==> config.mk <==
export PLATFORM = sky130hd
export DESIGN_NAME = featuremap_conv_ctrl_flat
export DESIGN_NICKNAME = d
export VERILOG_FILES = /design/src/rtl/featuremap_conv_ctrl_if.sv /design/src/rtl/featuremap_conv_ctrl.sv /design/src/flat_wrapper.sv
export SDC_FILE = /design/constraint.sdc
export NUM_CORES = 1
export LEC_CHECK = 0
export CELL_PAD_IN_SITES_DETAIL_PLACEMENT = 1
export CELL_PAD_IN_SITES_GLOBAL_PLACEMENT = 2
export CORE_ASPECT_RATIO = 0.75
export CORE_MARGIN = 5
export CORE_UTILIZATION = 36
export CTS_CLUSTER_SIZE = 28
export DETAILED_ROUTE_END_ITERATION = 16
export PLACE_DENSITY_LB_ADDON = 0.3
export SYNTH_ARGS = -nofsm -noshare
export SYNTH_HDL_FRONTEND = slang
export SYNTH_SLANG_ARGS = --single-unit
==> constraint.sdc <==
create_clock -name clk -period 1.95 [get_ports clk]
set_input_delay 0.4875 -clock clk [delete_from_list [all_inputs] [get_ports clk]]
set_output_delay 0.4875 -clock clk [all_outputs]
set_load 0.005 [all_outputs]
==> src/rtl/featuremap_conv_ctrl_if.sv <==
// rtl/featuremap_conv_ctrl_if.sv - handshake bundle between frame controller, channel FIFOs and conv filter
//   start, fifo_empty[7:0], conv_valid : into the controller
//   rdreq, pad_sel, pix_valid          : FIFO read / filter input control out of the controller
//   out_valid, busy, done              : output qualification and frame status out of the controller
interface featuremap_conv_ctrl_if;
  logic       start;
  logic [7:0] fifo_empty;
  logic       conv_valid;
  logic       rdreq;
  logic       pad_sel;
  logic       pix_valid;
  logic       out_valid;
  logic       busy;
  logic       done;

  modport master (
    input  start, fifo_empty, conv_valid,
    output rdreq, pad_sel, pix_valid, out_valid, busy, done
  );

  modport slave (
    output start, fifo_empty, conv_valid,
    input  rdreq, pad_sel, pix_valid, out_valid, busy, done
  );
endinterface

==> src/rtl/featuremap_conv_ctrl.sv <==
// rtl/featuremap_conv_ctrl.sv - padded-frame feed and output qualification controller
//   clk, rst : clock and synchronous active-high reset
//   bus      : featuremap_conv_ctrl_if.master (start/fifo_empty/conv_valid in; rdreq/pad_sel/
//              pix_valid/out_valid/busy/done out)
// Walks a (HEIGHT+2)x(WIDTH+2) zero-padded frame, reading all 8 channel FIFOs together on
// interior pixels, then counts filter results and drops the wrap-around columns.
module featuremap_conv_ctrl #(
  parameter int DATA_WIDTH = 32,
  parameter int WIDTH      = 56,
  parameter int HEIGHT     = 56
) (
  input  logic                   clk,
  input  logic                   rst,
  featuremap_conv_ctrl_if.master bus
);

  // Pixel data never passes through this block; the width only has to be sane.
  if (DATA_WIDTH < 1) begin : g_invalid_data_width
    logic never_used;
    assign never_used = 1'b0;
  end

  localparam int RW = $clog2(HEIGHT + 2);
  localparam int CW = $clog2(WIDTH + 2);
  localparam int OW = $clog2(HEIGHT * WIDTH + 1);

  localparam logic [RW-1:0] R_LAST  = RW'(HEIGHT + 1);
  localparam logic [CW-1:0] C_LAST  = CW'(WIDTH + 1);
  localparam logic [CW-1:0] C_REAL  = CW'(WIDTH);
  localparam logic [OW-1:0] OC_LAST = OW'(HEIGHT * WIDTH - 1);

  localparam logic [1:0] S_IDLE  = 2'd0;
  localparam logic [1:0] S_FEED  = 2'd1;
  localparam logic [1:0] S_DRAIN = 2'd2;

  logic [1:0]    state_q, state_d;
  logic [RW-1:0] r_q, r_d;
  logic [CW-1:0] c_q, c_d;
  logic [CW-1:0] ocol_q, ocol_d;
  logic [OW-1:0] oc_q, oc_d;

  logic in_feed, active, pad_pos, all_ready;
  logic rdreq_i, pad_sel_i, pix_valid_i, out_valid_i, done_i;

  always_comb begin
    in_feed   = (state_q == S_FEED);
    active    = (state_q == S_FEED) || (state_q == S_DRAIN);
    pad_pos   = (r_q == '0) || (r_q == R_LAST) || (c_q == '0) || (c_q == C_LAST);
    // All eight channels must have data; a partial read would desync the channels.
    all_ready = (bus.fifo_empty == 8'h00);

    pad_sel_i   = in_feed && pad_pos;
    pix_valid_i = in_feed && (pad_pos || all_ready);
    rdreq_i     = in_feed && !pad_pos && all_ready;

    // The last two columns of each output row are windows straddling the row wrap.
    out_valid_i = active && bus.conv_valid && (ocol_q < C_REAL);
    done_i      = out_valid_i && (oc_q == OC_LAST);
  end

  always_comb begin
    state_d = state_q;
    r_d     = r_q;
    c_d     = c_q;
    ocol_d  = ocol_q;
    oc_d    = oc_q;

    if (state_q == S_IDLE) begin
      if (bus.start) begin
        state_d = S_FEED;
        r_d     = '0;
        c_d     = '0;
        ocol_d  = '0;
        oc_d    = '0;
      end
    end else if (active) begin
      if (bus.conv_valid) begin
        ocol_d = (ocol_q == C_LAST) ? '0 : ocol_q + CW'(1);
      end
      if (out_valid_i) begin
        oc_d = oc_q + OW'(1);
      end
      if (in_feed && pix_valid_i) begin
        if (c_q == C_LAST) begin
          c_d = '0;
          if (r_q == R_LAST) begin
            // Last padded position issued: park r at 0 so it never exceeds HEIGHT+1.
            r_d     = '0;
            state_d = S_DRAIN;
          end else begin
            r_d = r_q + RW'(1);
          end
        end else begin
          c_d = c_q + CW'(1);
        end
      end
      // The final real output ends the frame even if feeding has not finished.
      if (done_i) begin
        state_d = S_IDLE;
      end
    end else begin
      state_d = S_IDLE;
    end
  end

  always_ff @(posedge clk) begin
    if (rst) begin
      state_q <= S_IDLE;
      r_q     <= '0;
      c_q     <= '0;
      ocol_q  <= '0;
      oc_q    <= '0;
    end else begin
      state_q <= state_d;
      r_q     <= r_d;
      c_q     <= c_d;
      ocol_q  <= ocol_d;
      oc_q    <= oc_d;
    end
  end

  // Reset masks the combinational outputs so nothing leaks during the reset cycle itself.
  assign bus.rdreq     = rdreq_i && !rst;
  assign bus.pad_sel   = pad_sel_i && !rst;
  assign bus.pix_valid = pix_valid_i && !rst;
  assign bus.out_valid = out_valid_i && !rst;
  assign bus.done      = done_i && !rst;
  assign bus.busy      = active && !rst;

endmodule

==> src/flat_wrapper.sv <==
// flat-port wrapper written by rule: the top's interface ports become plain ports
module featuremap_conv_ctrl_flat 
#(
  parameter int DATA_WIDTH = 32,
  parameter int WIDTH      = 56,
  parameter int HEIGHT     = 56
)
  (clk, rst, bus_start, bus_fifo_empty, bus_conv_valid, bus_rdreq, bus_pad_sel, bus_pix_valid, bus_out_valid, bus_busy, bus_done);
  featuremap_conv_ctrl_if bus_i ();
  input  logic clk;
  input  logic rst;
  input wire logic [$bits(bus_i.start)-1:0] bus_start;
  input wire logic [$bits(bus_i.fifo_empty)-1:0] bus_fifo_empty;
  input wire logic [$bits(bus_i.conv_valid)-1:0] bus_conv_valid;
  output wire logic [$bits(bus_i.rdreq)-1:0] bus_rdreq;
  output wire logic [$bits(bus_i.pad_sel)-1:0] bus_pad_sel;
  output wire logic [$bits(bus_i.pix_valid)-1:0] bus_pix_valid;
  output wire logic [$bits(bus_i.out_valid)-1:0] bus_out_valid;
  output wire logic [$bits(bus_i.busy)-1:0] bus_busy;
  output wire logic [$bits(bus_i.done)-1:0] bus_done;
  assign bus_i.start = bus_start;
  assign bus_i.fifo_empty = bus_fifo_empty;
  assign bus_i.conv_valid = bus_conv_valid;
  assign bus_rdreq = bus_i.rdreq;
  assign bus_pad_sel = bus_i.pad_sel;
  assign bus_pix_valid = bus_i.pix_valid;
  assign bus_out_valid = bus_i.out_valid;
  assign bus_busy = bus_i.busy;
  assign bus_done = bus_i.done;
  featuremap_conv_ctrl #(.DATA_WIDTH(DATA_WIDTH), .WIDTH(WIDTH), .HEIGHT(HEIGHT)) u_core (.clk(clk), .rst(rst), .bus(bus_i));
endmodule
==> results of run 1 <==
[Yosys cell counts, drive strengths merged (3+ instances only)]
cell type and n:
and2 4, nand3b 7, buf 8, or3 6
a31oi 3, nor3 3, a41oi 3, mux2i 13
and3 6, o21ai 10, nor2b 3, nand3 14
inv 13, ha 12, nor2 10, nand4 5
nor4 8, nand4b 3, a211oi 5, nor4b 3
or4 5, dfxtp 32, a21oi 20, o31ai 4
nand2 27
[path summary, 6_finish.rpt]
| check | start | to | slack (ns) | cells past startpoint |
|---|---|---|---|---|
| worst max register to register | u_core.state_q[1] | u_core.oc_q[11] | 0.11 | 8 |
| worst max-delay path | u_core.c_q[1] | bus_rdreq | -0.18 | 8 |
| worst min-delay path | u_core.oc_q[8] | u_core.oc_q[8] | 0.49 | 2 |
| worst min register to register | u_core.oc_q[8] | u_core.oc_q[8] | 0.49 | 2 |
[critical path: cells and delay by family (launching register included)]
family                   cells  cell delay, ns
adder cells (fa/ha/maj)      1            0.15
flip-flops                   1            0.36
AO/OA/AOI/OAI                1            0.15
buffers and inverters        3            0.32
AND/OR/NAND/NOR              3            0.38
[sequential cells by signal, summed over array words and instances (netlist names)]
register and flops:
u_core.c_q 6, u_core.r_q 6, u_core.ocol_q 6, u_core.oc_q 12
u_core.state_q 2
[layout by cell type, fill, tap and decap left out, types with 3 or more instances in the layout]
cell             netlist  layout
a21oi_1               19      18
nand3b_1               7       7
nor2_1                 9       7
dfxtp_2                0      11
ha_4                   0       4
nand4b_1               3       3
nand4_1                5       5
o21ai_0                8       8
buf_2                  4       4
ha_1                  12       8
buf_4                  1      65
clkdlybuf4s50_1        0       9
o31ai_1                4       4
dfxtp_1               32      20
a211oi_1               5       5
clkbuf_8               0       5
nand2_1               25      24
mux2i_1               13      13
nand2_2                2       3
and3_1                 5       5
inv_1                 12       9
nand3_1               13      12
or3_1                  6       6
or4_1                  5       5
nor4_1                 5       5
[kinds of logic (layout without fill, tap and decap cells)]
| kind of cell | count (synthesis) | in the layout | share of synthesized area, % |
|---|---|---|---|
| AOI/OAI and AO/OA | 55 | 55 | 19.4 |
| xor gates and xnor gates | 1 | 1 | 0.403 |
| adders and majority gates | 12 | 12 | 6.90 |
| buffers and inverters | 23 | 104 | 5.06 |
| DFF | 32 | 32 | 29.4 |
| muxes | 14 | 14 | 6.50 |
| and+or+nand+nor | 114 | 114 | 32.3 |
[routing by layer]
metal  track usage (%)  part of all wire (%)
met5                 0                     0
met4              2.46                  0.30
met3              3.49                   2.9
met2              29.2                    48
met1              22.8                    49
[area by class of cell]
| type | count | area (um^2) | area share (%) |
|---|---|---|---|
| Clock inverter | 1 | 5.00 | 0.159 |
| Inverter | 13 | 53.8 | 1.71 |
| Multi-Input combinational cell | 196 | 1590 | 50.6 |
| Timing Repair Buffer | 84 | 662 | 21.1 |
| Sequential cell | 32 | 658 | 21.0 |
| Clock buffer | 6 | 72.6 | 2.31 |
| Tap cell | 78 | 97.6 | 3.11 |
[what timing repair did]
action	4_1_cts	5_1_grt
setup buffers	4	0
endpoints found under the hold margin	0	0
endpoints found under the setup margin	8	10
gates resized for setup	57	16
pin swaps	12	11
[through the flow]
| stage | worst slack, ns | instance area (um^2) | power [mW] | setup TNS (ns) |
|---|---|---|---|---|
| 2_1_floorplan | 0.0692 | 2180 | 0.848 | 0 |
| 4_1_cts | -0.209 | 3090 | 1.51 | -0.651 |
| 6_report | -0.178 | 3140 | 1.50 | -0.509 |
| 3_5_place_dp | -0.625 | 2870 | 0.996 | -6.84 |
| 5_1_grt | -0.277 | 3140 | 1.59 | -0.820 |
| 3_3_place_gp | -0.575 | 2870 | 0.986 | -5.85 |
[power by group]
| group | leakage [nW] | internal [mW] | total, mW | switching (mW) |
|---|---|---|---|---|
| registers | 0.264 | 0.661 | 0.670 | 0.00867 |
| logic | 0.886 | 0.173 | 0.347 | 0.174 |
| clock network | 0.0410 | 0.243 | 0.483 | 0.241 |
| total | 1.19 | 1.08 | 1.50 | 0.423 |
==> results_tabular.tex, run 1 <==
\begin{tabular}{lr}
\hline
Metric & Value \\
\hline
\multicolumn{2}{l}{\textbf{Logic synthesis}} \\
\quad Count of distinct cell types in the synthesized netlist & 58 \\
\quad Largest cells by area after synthesis & dfxtp\_1, ha\_1, mux2i\_1 \\
\quad Top cell type's share of synthesized area & 29.4\% \\
\quad Largest area contributor in the netlist & dfxtp\_1 \\
\quad Net count after synthesis & 275 \\
\quad Most used flip-flop cell after synthesis & dfxtp\_1 \\
\quad Sequential cell area fraction in the yosys report & 29.4\% \\
\quad Cell area after synthesis & 2180 um\^{}2 \\
\quad Synth async-reset ratio & 0\% \\
\quad Flip-flop and latch count after synthesis & 32 \\
\quad Mean instance size in the synthesized netlist & 8.67 um\^{}2 \\
\quad Total number of yosys warnings & 0 \\
\quad Number of synthesized flops with an enable pin & 0 \\
\quad Synth Instances & 251 \\
\multicolumn{2}{l}{\textbf{Worst setup path}} \\
\quad Cell with the largest stage delay on the worst path & dfxtp\_2 \\
\quad Endpoint kind of the worst setup timing path & primary output \\
\quad CP startpoint kind & register \\
\quad Chain of cells forming the critical path & inv\_4 -> ha\_4 -> and4\_4 -> o21bai\_4 -> buf\_4 -> nand2\_2 -> nor3\_2 -> buf\_2 \\
\quad Class of the most critical setup path & reg -> out \\
\quad Largest stage delay on the critical path & 0.36 ns \\
\quad CP required & 1.46 ns \\
\quad Critical Path AT & 1.64 ns \\
\quad Top fanout value on the critical path & 2 \\
\multicolumn{2}{l}{\textbf{STA}} \\
\quad Crit share post-route & 109\% \\
\quad Max Clk Rate & 470 MHz \\
\quad Final hold vios & 0 \\
\quad Setup repair after global routing missed its margin & true \\
\quad Final setup vio count & 3 \\
\quad Hold Slack & 0.494 ns \\
\quad Fin worst setup slack & -0.178 ns \\
\quad Transition at the pin with the smallest max-transition slack & 0.437 ns \\
\quad Min Clock Period, post-route & 2.13 ns \\
\quad Max-slew headroom at the worst pin & 70.8\% \\
\quad Count of final max-slew check failures & 0 \\
\quad Post-route clock skew & 0.00575 ns \\
\multicolumn{2}{l}{\textbf{Layout}} \\
\quad NumNets Final & 356 \\
\quad Number of diodes & 0 \\
\quad Share of cells above drive strength 1 & 39.5\% \\
\quad Core utilization of the finished layout & 53.6\% \\
\quad Growth of design area from synthesis to finish & 44.2\% \\
\quad Final cell count without fillers & 410 \\
\quad Fillers & 690 \\
\multicolumn{2}{l}{\textbf{Global route}} \\
\quad First-pass GRT wire length & 10,900 um \\
\quad Pin count of the biggest net entering global routing & 23 \\
\quad Initial antenna violation count & 0 \\
\quad Vias in the first global route & 2,331 \\
\quad Total overflow reported by the global router & 0 \\
\quad Overall fraction of global-route tracks in use & 17.1\% \\
\multicolumn{2}{l}{\textbf{Clock network}} \\
\quad Clock buffer count from CTS & 5 \\
\quad Post-CTS Hold Buffers & 0 \\
\quad Max Buffers Root-to-Sink & 2 \\
\quad CTS tree & yes \\
\quad CTS HTree Levels & 2 \\
\quad Number of sinks on the clock net & 32 \\
\quad Clock transition time at the flip-flop clock pins of the worst setup and hold paths & 0.07 ns \\
\quad Insertion delay of the later-clocked pin in the worst-skew pair & 0.28 ns \\
\quad CTS root buffer & clkbuf\_8 \\
\multicolumn{2}{l}{\textbf{Outcome}} \\
\quad Violations in the final reports & setup timing \\
\quad Result of the run & finished with violations \\
\multicolumn{2}{l}{\textbf{Hold path}} \\
\quad Worst min path class & reg -> reg \\
\multicolumn{2}{l}{\textbf{Routing}} \\
\quad Per-cell routed wire length & 15.6 um \\
\quad 1st-iter DRT viols & 60 \\
\quad DRC violations left & 0 \\
\quad Via-to-Cell Ratio & 5.29 \\
\quad Wirelength, routed & 6410 um \\
\quad Number of nets with antenna violations after routing & 0 \\
\quad Number of detailed-route iterations in the first pass & 4 \\
\quad Routed vias & 2,167 \\
\multicolumn{2}{l}{\textbf{Power}} \\
\quad Power density cells & 478 nW/um\^{}2 \\
\quad Max VDD drop & 0.430 mV \\
\quad Leakage power total & 1.19 nW \\
\multicolumn{2}{l}{\textbf{Place}} \\
\quad Placed instance count & 399 \\
\quad Placer's final routability congestion estimate & 0.793 \\
\quad DPL Wire Length & 4780 um \\
\quad Buffers on Ports & 17 \\
\multicolumn{2}{l}{\textbf{Floorplanning}} \\
\quad Starting density of the core & 37.2\% \\
\quad Chip Height & 77.3 um \\
\quad DIE AREA & 7720 um\^{}2 \\
\quad Die extent in x & 99.8 um \\
\quad Total number of placement rows & 24 \\
\quad I/O pins & 18 \\
\quad Area of the core region & 5860 um\^{}2 \\
\multicolumn{2}{l}{\textbf{Flow run}} \\
\quad Max-cap violations & 0 \\
\hline
\end{tabular}
Note: power is estimated with default switching activity, not from simulation.
==> inputs of run 2 (changes only) <==
ABC_AREA = 1   (was not set)
CORE_UTILIZATION = 35   (was 36)
clock period = 2.7 ns   (was 1.95 ns; I/O delays follow)
==> run 2 against run 1 <==
Net effect:
- the run now ends clean
- flip-flop and latch count is the same
- non-clock buffer count shrank 51
- worst hold slack lost 0.021 ns
- sequential share of layout area grew 3.5 points
- final cell count grew 4.1%
- clock power shrank 1%
- routed wire length shrank 9.6%
- count of clock-buffer cells in the layout shrank 1
- sequential power shrank 22%
- synthesized cell count grew 25%
- core utilization shrank 8.8 points
- die area grew 1.7%
- critical path type is now in -> out
- critical endpoint is now bus_busy
==> results_tabular.tex, run 2 <==
\begin{tabular}{lr}
\hline
Metric & Value \\
\hline
\multicolumn{2}{l}{\textbf{Outcome}} \\
\quad Result of the run & complete, no violations (was finished with violations) \\
\multicolumn{2}{l}{\textbf{STA}} \\
\quad Crit share post-route & 95.9\% \\
\quad Transition at the pin with the smallest max-transition slack & 0.486 ns (was 0.437 ns) \\
\quad Max Clk Rate & 386 MHz \\
\quad Max-slew headroom at the worst pin & 67.4\% (was 70.8\%) \\
\quad Hold Slack & 0.473 ns (was 0.494 ns) \\
\quad Post-route clock skew & 0.0106 ns (was 0.00575 ns) \\
\quad Final hold vios & 0 (unchanged) \\
\quad Final setup vio count & 0 (was 3) \\
\quad Setup repair after global routing missed its margin & false (was true) \\
\quad Min Clock Period, post-route & 2.59 ns \\
\quad Count of final max-slew check failures & 0 (unchanged) \\
\multicolumn{2}{l}{\textbf{Floorplanning}} \\
\quad Chip Height & 78.0 um (was 77.3 um) \\
\quad DIE AREA & 7850 um\^{}2 (was 7720 um\^{}2) \\
\quad Starting density of the core & 36.6\% (was 37.2\%) \\
\quad Area of the core region & 5890 um\^{}2 (was 5860 um\^{}2) \\
\quad I/O pins & 18 (unchanged) \\
\quad Die extent in x & 101 um (was 99.8 um) \\
\quad Total number of placement rows & 24 (unchanged) \\
\multicolumn{2}{l}{\textbf{Routing}} \\
\quad DRC violations left & 0 (unchanged) \\
\quad Wirelength, routed & 5800 um (was 6410 um) \\
\quad Number of detailed-route iterations in the first pass & 4 (unchanged) \\
\quad Via-to-Cell Ratio & 4.91 (was 5.29) \\
\quad 1st-iter DRT viols & 99 (was 60) \\
\quad Per-cell routed wire length & 13.6 um (was 15.6 um) \\
\quad Number of nets with antenna violations after routing & 0 (unchanged) \\
\quad Routed vias & 2,097 (was 2,167) \\
\multicolumn{2}{l}{\textbf{Hold path}} \\
\quad Worst min path class & reg -> reg (unchanged) \\
\quad Min-Delay Path Depth & 2 (unchanged) \\
\multicolumn{2}{l}{\textbf{Global route}} \\
\quad Total overflow reported by the global router & 0 (unchanged) \\
\quad Met3 demand-to-capacity share in global routing & 4.12\% (was 3.49\%) \\
\quad Pin count of the biggest net entering global routing & 13 (was 23) \\
\quad Overall fraction of global-route tracks in use & 15.7\% (was 17.1\%) \\
\quad Initial antenna violation count & 0 (unchanged) \\
\quad Busiest layer in global routing & met2 (unchanged) \\
\quad Vias in the first global route & 2,083 (was 2,331) \\
\quad First-pass GRT wire length & 9900 um (was 10,900 um) \\
\quad Global Route met1 Usage & 22.5\% (was 22.8\%) \\
\quad M2 GR Usage & 22.8\% (was 29.2\%) \\
\multicolumn{2}{l}{\textbf{Layout}} \\
\quad Number of diodes & 0 (unchanged) \\
\quad Growth of design area from synthesis to finish & 22.3\% (was 44.2\%) \\
\quad NumNets Final & 372 (was 356) \\
\quad Most common cell after layout, fill and taps aside & nand2\_1 (was buf\_4) \\
\quad Share of cells above drive strength 1 & 16.0\% (was 39.5\%) \\
\quad Final cell count without fillers & 427 (was 410) \\
\quad Post-route cell area & 2640 um\^{}2 (was 3140 um\^{}2) \\
\quad Most frequent cells in the layout & nand2\_1, inv\_1, nor2\_1 (was buf\_4, nand2\_1, dfxtp\_1) \\
\quad Number of flip-flops under the largest register name & 12 (unchanged) \\
\quad Register with the most flip-flops & u\_core.oc\_q (unchanged) \\
\multicolumn{2}{l}{\textbf{Power}} \\
\quad Clock power frac & 35.7\% (was 32.2\%) \\
\quad Max VDD drop & 0.298 mV (was 0.430 mV) \\
\quad P\_sw & 444 uW (was 423 uW) \\
\quad Switching Share & 33.3\% (was 28.2\%) \\
\quad Internal power of the cells & 889 uW (was 1.08 mW) \\
\quad Combinational share of power & 25.2\% (was 23.1\%) \\
\quad Leakage power total & 1.08 nW (was 1.19 nW) \\
\quad Power density cells & 506 nW/um\^{}2 (was 478 nW/um\^{}2) \\
\quad Sequential fraction of design power & 39.0\% (was 44.7\%) \\
\multicolumn{2}{l}{\textbf{Worst setup path}} \\
\quad Critical Path AT & 1.91 ns (was 1.64 ns) \\
\quad CP startpoint kind & input port (was register) \\
\quad Reg2Reg Depth & 12 (was 8) \\
\quad CP required & 2.03 ns (was 1.46 ns) \\
\quad Top fanout value on the critical path & 12 (was 2) \\
\quad Class of the most critical setup path & in -> out (was reg -> out) \\
\quad Endpoint kind of the worst setup timing path & primary output (unchanged) \\
\multicolumn{2}{l}{\textbf{Logic synthesis}} \\
\quad Mean instance size in the synthesized netlist & 6.89 um\^{}2 (was 8.67 um\^{}2) \\
\quad Number of synthesized flops with an enable pin & 0 (unchanged) \\
\quad Top cell type's share of synthesized area & 29.7\% (was 29.4\%) \\
\quad Net count after synthesis & 337 (was 275) \\
\quad Largest area contributor in the netlist & dfxtp\_1 (unchanged) \\
\quad Sequential cell area fraction in the yosys report & 29.7\% (was 29.4\%) \\
\quad Count of distinct cell types in the synthesized netlist & 38 (was 58) \\
\quad Synth async-reset ratio & 0\% (unchanged) \\
\quad Largest cells by area after synthesis & dfxtp\_1, nand2\_1, inv\_1 (was dfxtp\_1, ha\_1, mux2i\_1) \\
\quad Cell area after synthesis & 2160 um\^{}2 (was 2180 um\^{}2) \\
\quad Most frequent cell after synthesis & nand2\_1 (was dfxtp\_1) \\
\quad Synth Instances & 313 (was 251) \\
\quad Flip-flop and latch count after synthesis & 32 (unchanged) \\
\quad Most used flip-flop cell after synthesis & dfxtp\_1 (unchanged) \\
\quad Total number of yosys warnings & 0 (unchanged) \\
\quad Synth top cells by count & nand2\_1, inv\_1, nor2\_1 (was dfxtp\_1, nand2\_1, a21oi\_1) \\
\multicolumn{2}{l}{\textbf{Clock network}} \\
\quad Post-CTS Hold Buffers & 0 (unchanged) \\
\quad Number of sinks on the clock net & 32 (unchanged) \\
\quad Max Buffers Root-to-Sink & 2 (unchanged) \\
\quad CTS root buffer & clkbuf\_8 (unchanged) \\
\quad Clock buffer count from CTS & 5 (unchanged) \\
\quad CTS HTree Levels & 2 (unchanged) \\
\quad CTS tree & yes (unchanged) \\
\quad Clock transition time at the flip-flop clock pins of the worst setup and hold paths & 0.07 ns (about the same) \\
\quad Insertion delay of the later-clocked pin in the worst-skew pair & 0.30 ns (was 0.28 ns) \\
\multicolumn{2}{l}{\textbf{Place}} \\
\quad Placed instance count & 415 (was 399) \\
\quad Placer's final routability congestion estimate & 0.789 (was 0.793) \\
\quad DPL Wire Length & 4510 um (was 4780 um) \\
\quad Buffers on Ports & 17 (unchanged) \\
\quad Post-Place Cell Area & 2470 um\^{}2 (was 2870 um\^{}2) \\
\multicolumn{2}{l}{\textbf{Flow run}} \\
\quad Max-cap violations & 0 (unchanged) \\
\hline
\end{tabular}
run 2: cell count changes after synthesis, sizes merged, moves of 5 or more:
| cell | delta |
|---|---|
| buf | -5 |
| nor3 | +7 |
| nor2 | +33 |
| or4 | -5 |
| nand3b | -7 |
| nand2 | +38 |
| or3 | -6 |
| inv | +38 |
| mux2i | -13 |
| nand3 | +15 |
| a21oi | +5 |
| and3 | -6 |
| nor4 | -5 |
run 2: worst paths after layout:
| check | to | slack [ns] | from |
|---|---|---|---|
| max | bus_busy | 0.11 | rst |
| min reg2reg | u_core.oc_q[4] | 0.47 | u_core.oc_q[4] |
| min | u_core.oc_q[4] | 0.47 | u_core.oc_q[4] |
| max reg2reg | u_core.c_q[1] | 0.82 | u_core.c_q[1] |
run 2: critical path: stages:
cell and delay [ns]:
clkdlybuf4s50_1 0.42, buf_4 0.19, nor2_1 0.12, clkdlybuf4s50_1 0.51
run 2: metal layers:
| metal | wire, um | vias up |
|---|---|---|
| li1 | - | 1090 |
| met1 | 3120 | 982 |
| met2 | 2450 | 19 |
| met3 | 156 | 6 |
| met4 | 68 | 0 |
| met5 | 0 | - |
run 2: cell type report:
class                           count  area, um^2
Clock buffer                        5        68.8
Inverter                           52         206
Timing Repair Buffer               33         292
Tap cell                           78        97.6
Multi-Input combinational cell    224        1280
Fill cell                         769        3250
Sequential cell                    32         646
Clock inverter                      3        42.5
run 2: stage by stage:
stage / power, mW / TNS (ns) / util, % / setup slack, ns
after global routing: 1.42 / 0 / 44.8 / 0.0240
after CTS: 1.36 / 0 / 43.9 / 0.0145
after detailed placement: 0.869 / -0.320 / 42.0 / -0.115
final: 1.33 / 0 / 44.8 / 0.111
after floorplan: 0.762 / 0 / - / 0.653
after global placement: 0.861 / -0.167 / 42.0 / -0.0600
run 2: what timing repair did:
action                     CTS  global route
hold endpoints to repair     0             0
gates cloned                 0             0
resized for setup            6             7
setup buffers                0             4
pin swaps                    4             4
setup endpoints to repair    5             3
run 2: kinds of logic (layout without fill, tap and decap cells):
| family | after synthesis | count (layout) | share of synthesized area, % |
|---|---|---|---|
| AOI/OAI and AO/OA | 47 | 47 | 13.9 |
| xor gates and xnor gates | 5 | 5 | 2.03 |
| adders and majority gates | 12 | 12 | 6.96 |
| buffers and inverters | 57 | 93 | 11.5 |
| DFF | 32 | 32 | 29.7 |
| and+or+nand+nor | 160 | 160 | 35.9 |
run 2: power groups by stage:
stage          clock network (mW)  registers, mW  logic [mW]
3_5_place_dp                    0          0.530       0.339
6_report                    0.477          0.520       0.336
2_1_floorplan                   0          0.526       0.236
5_1_grt                     0.512          0.523       0.380
3_3_place_gp                    0          0.528       0.333
4_1_cts                     0.495          0.520       0.341
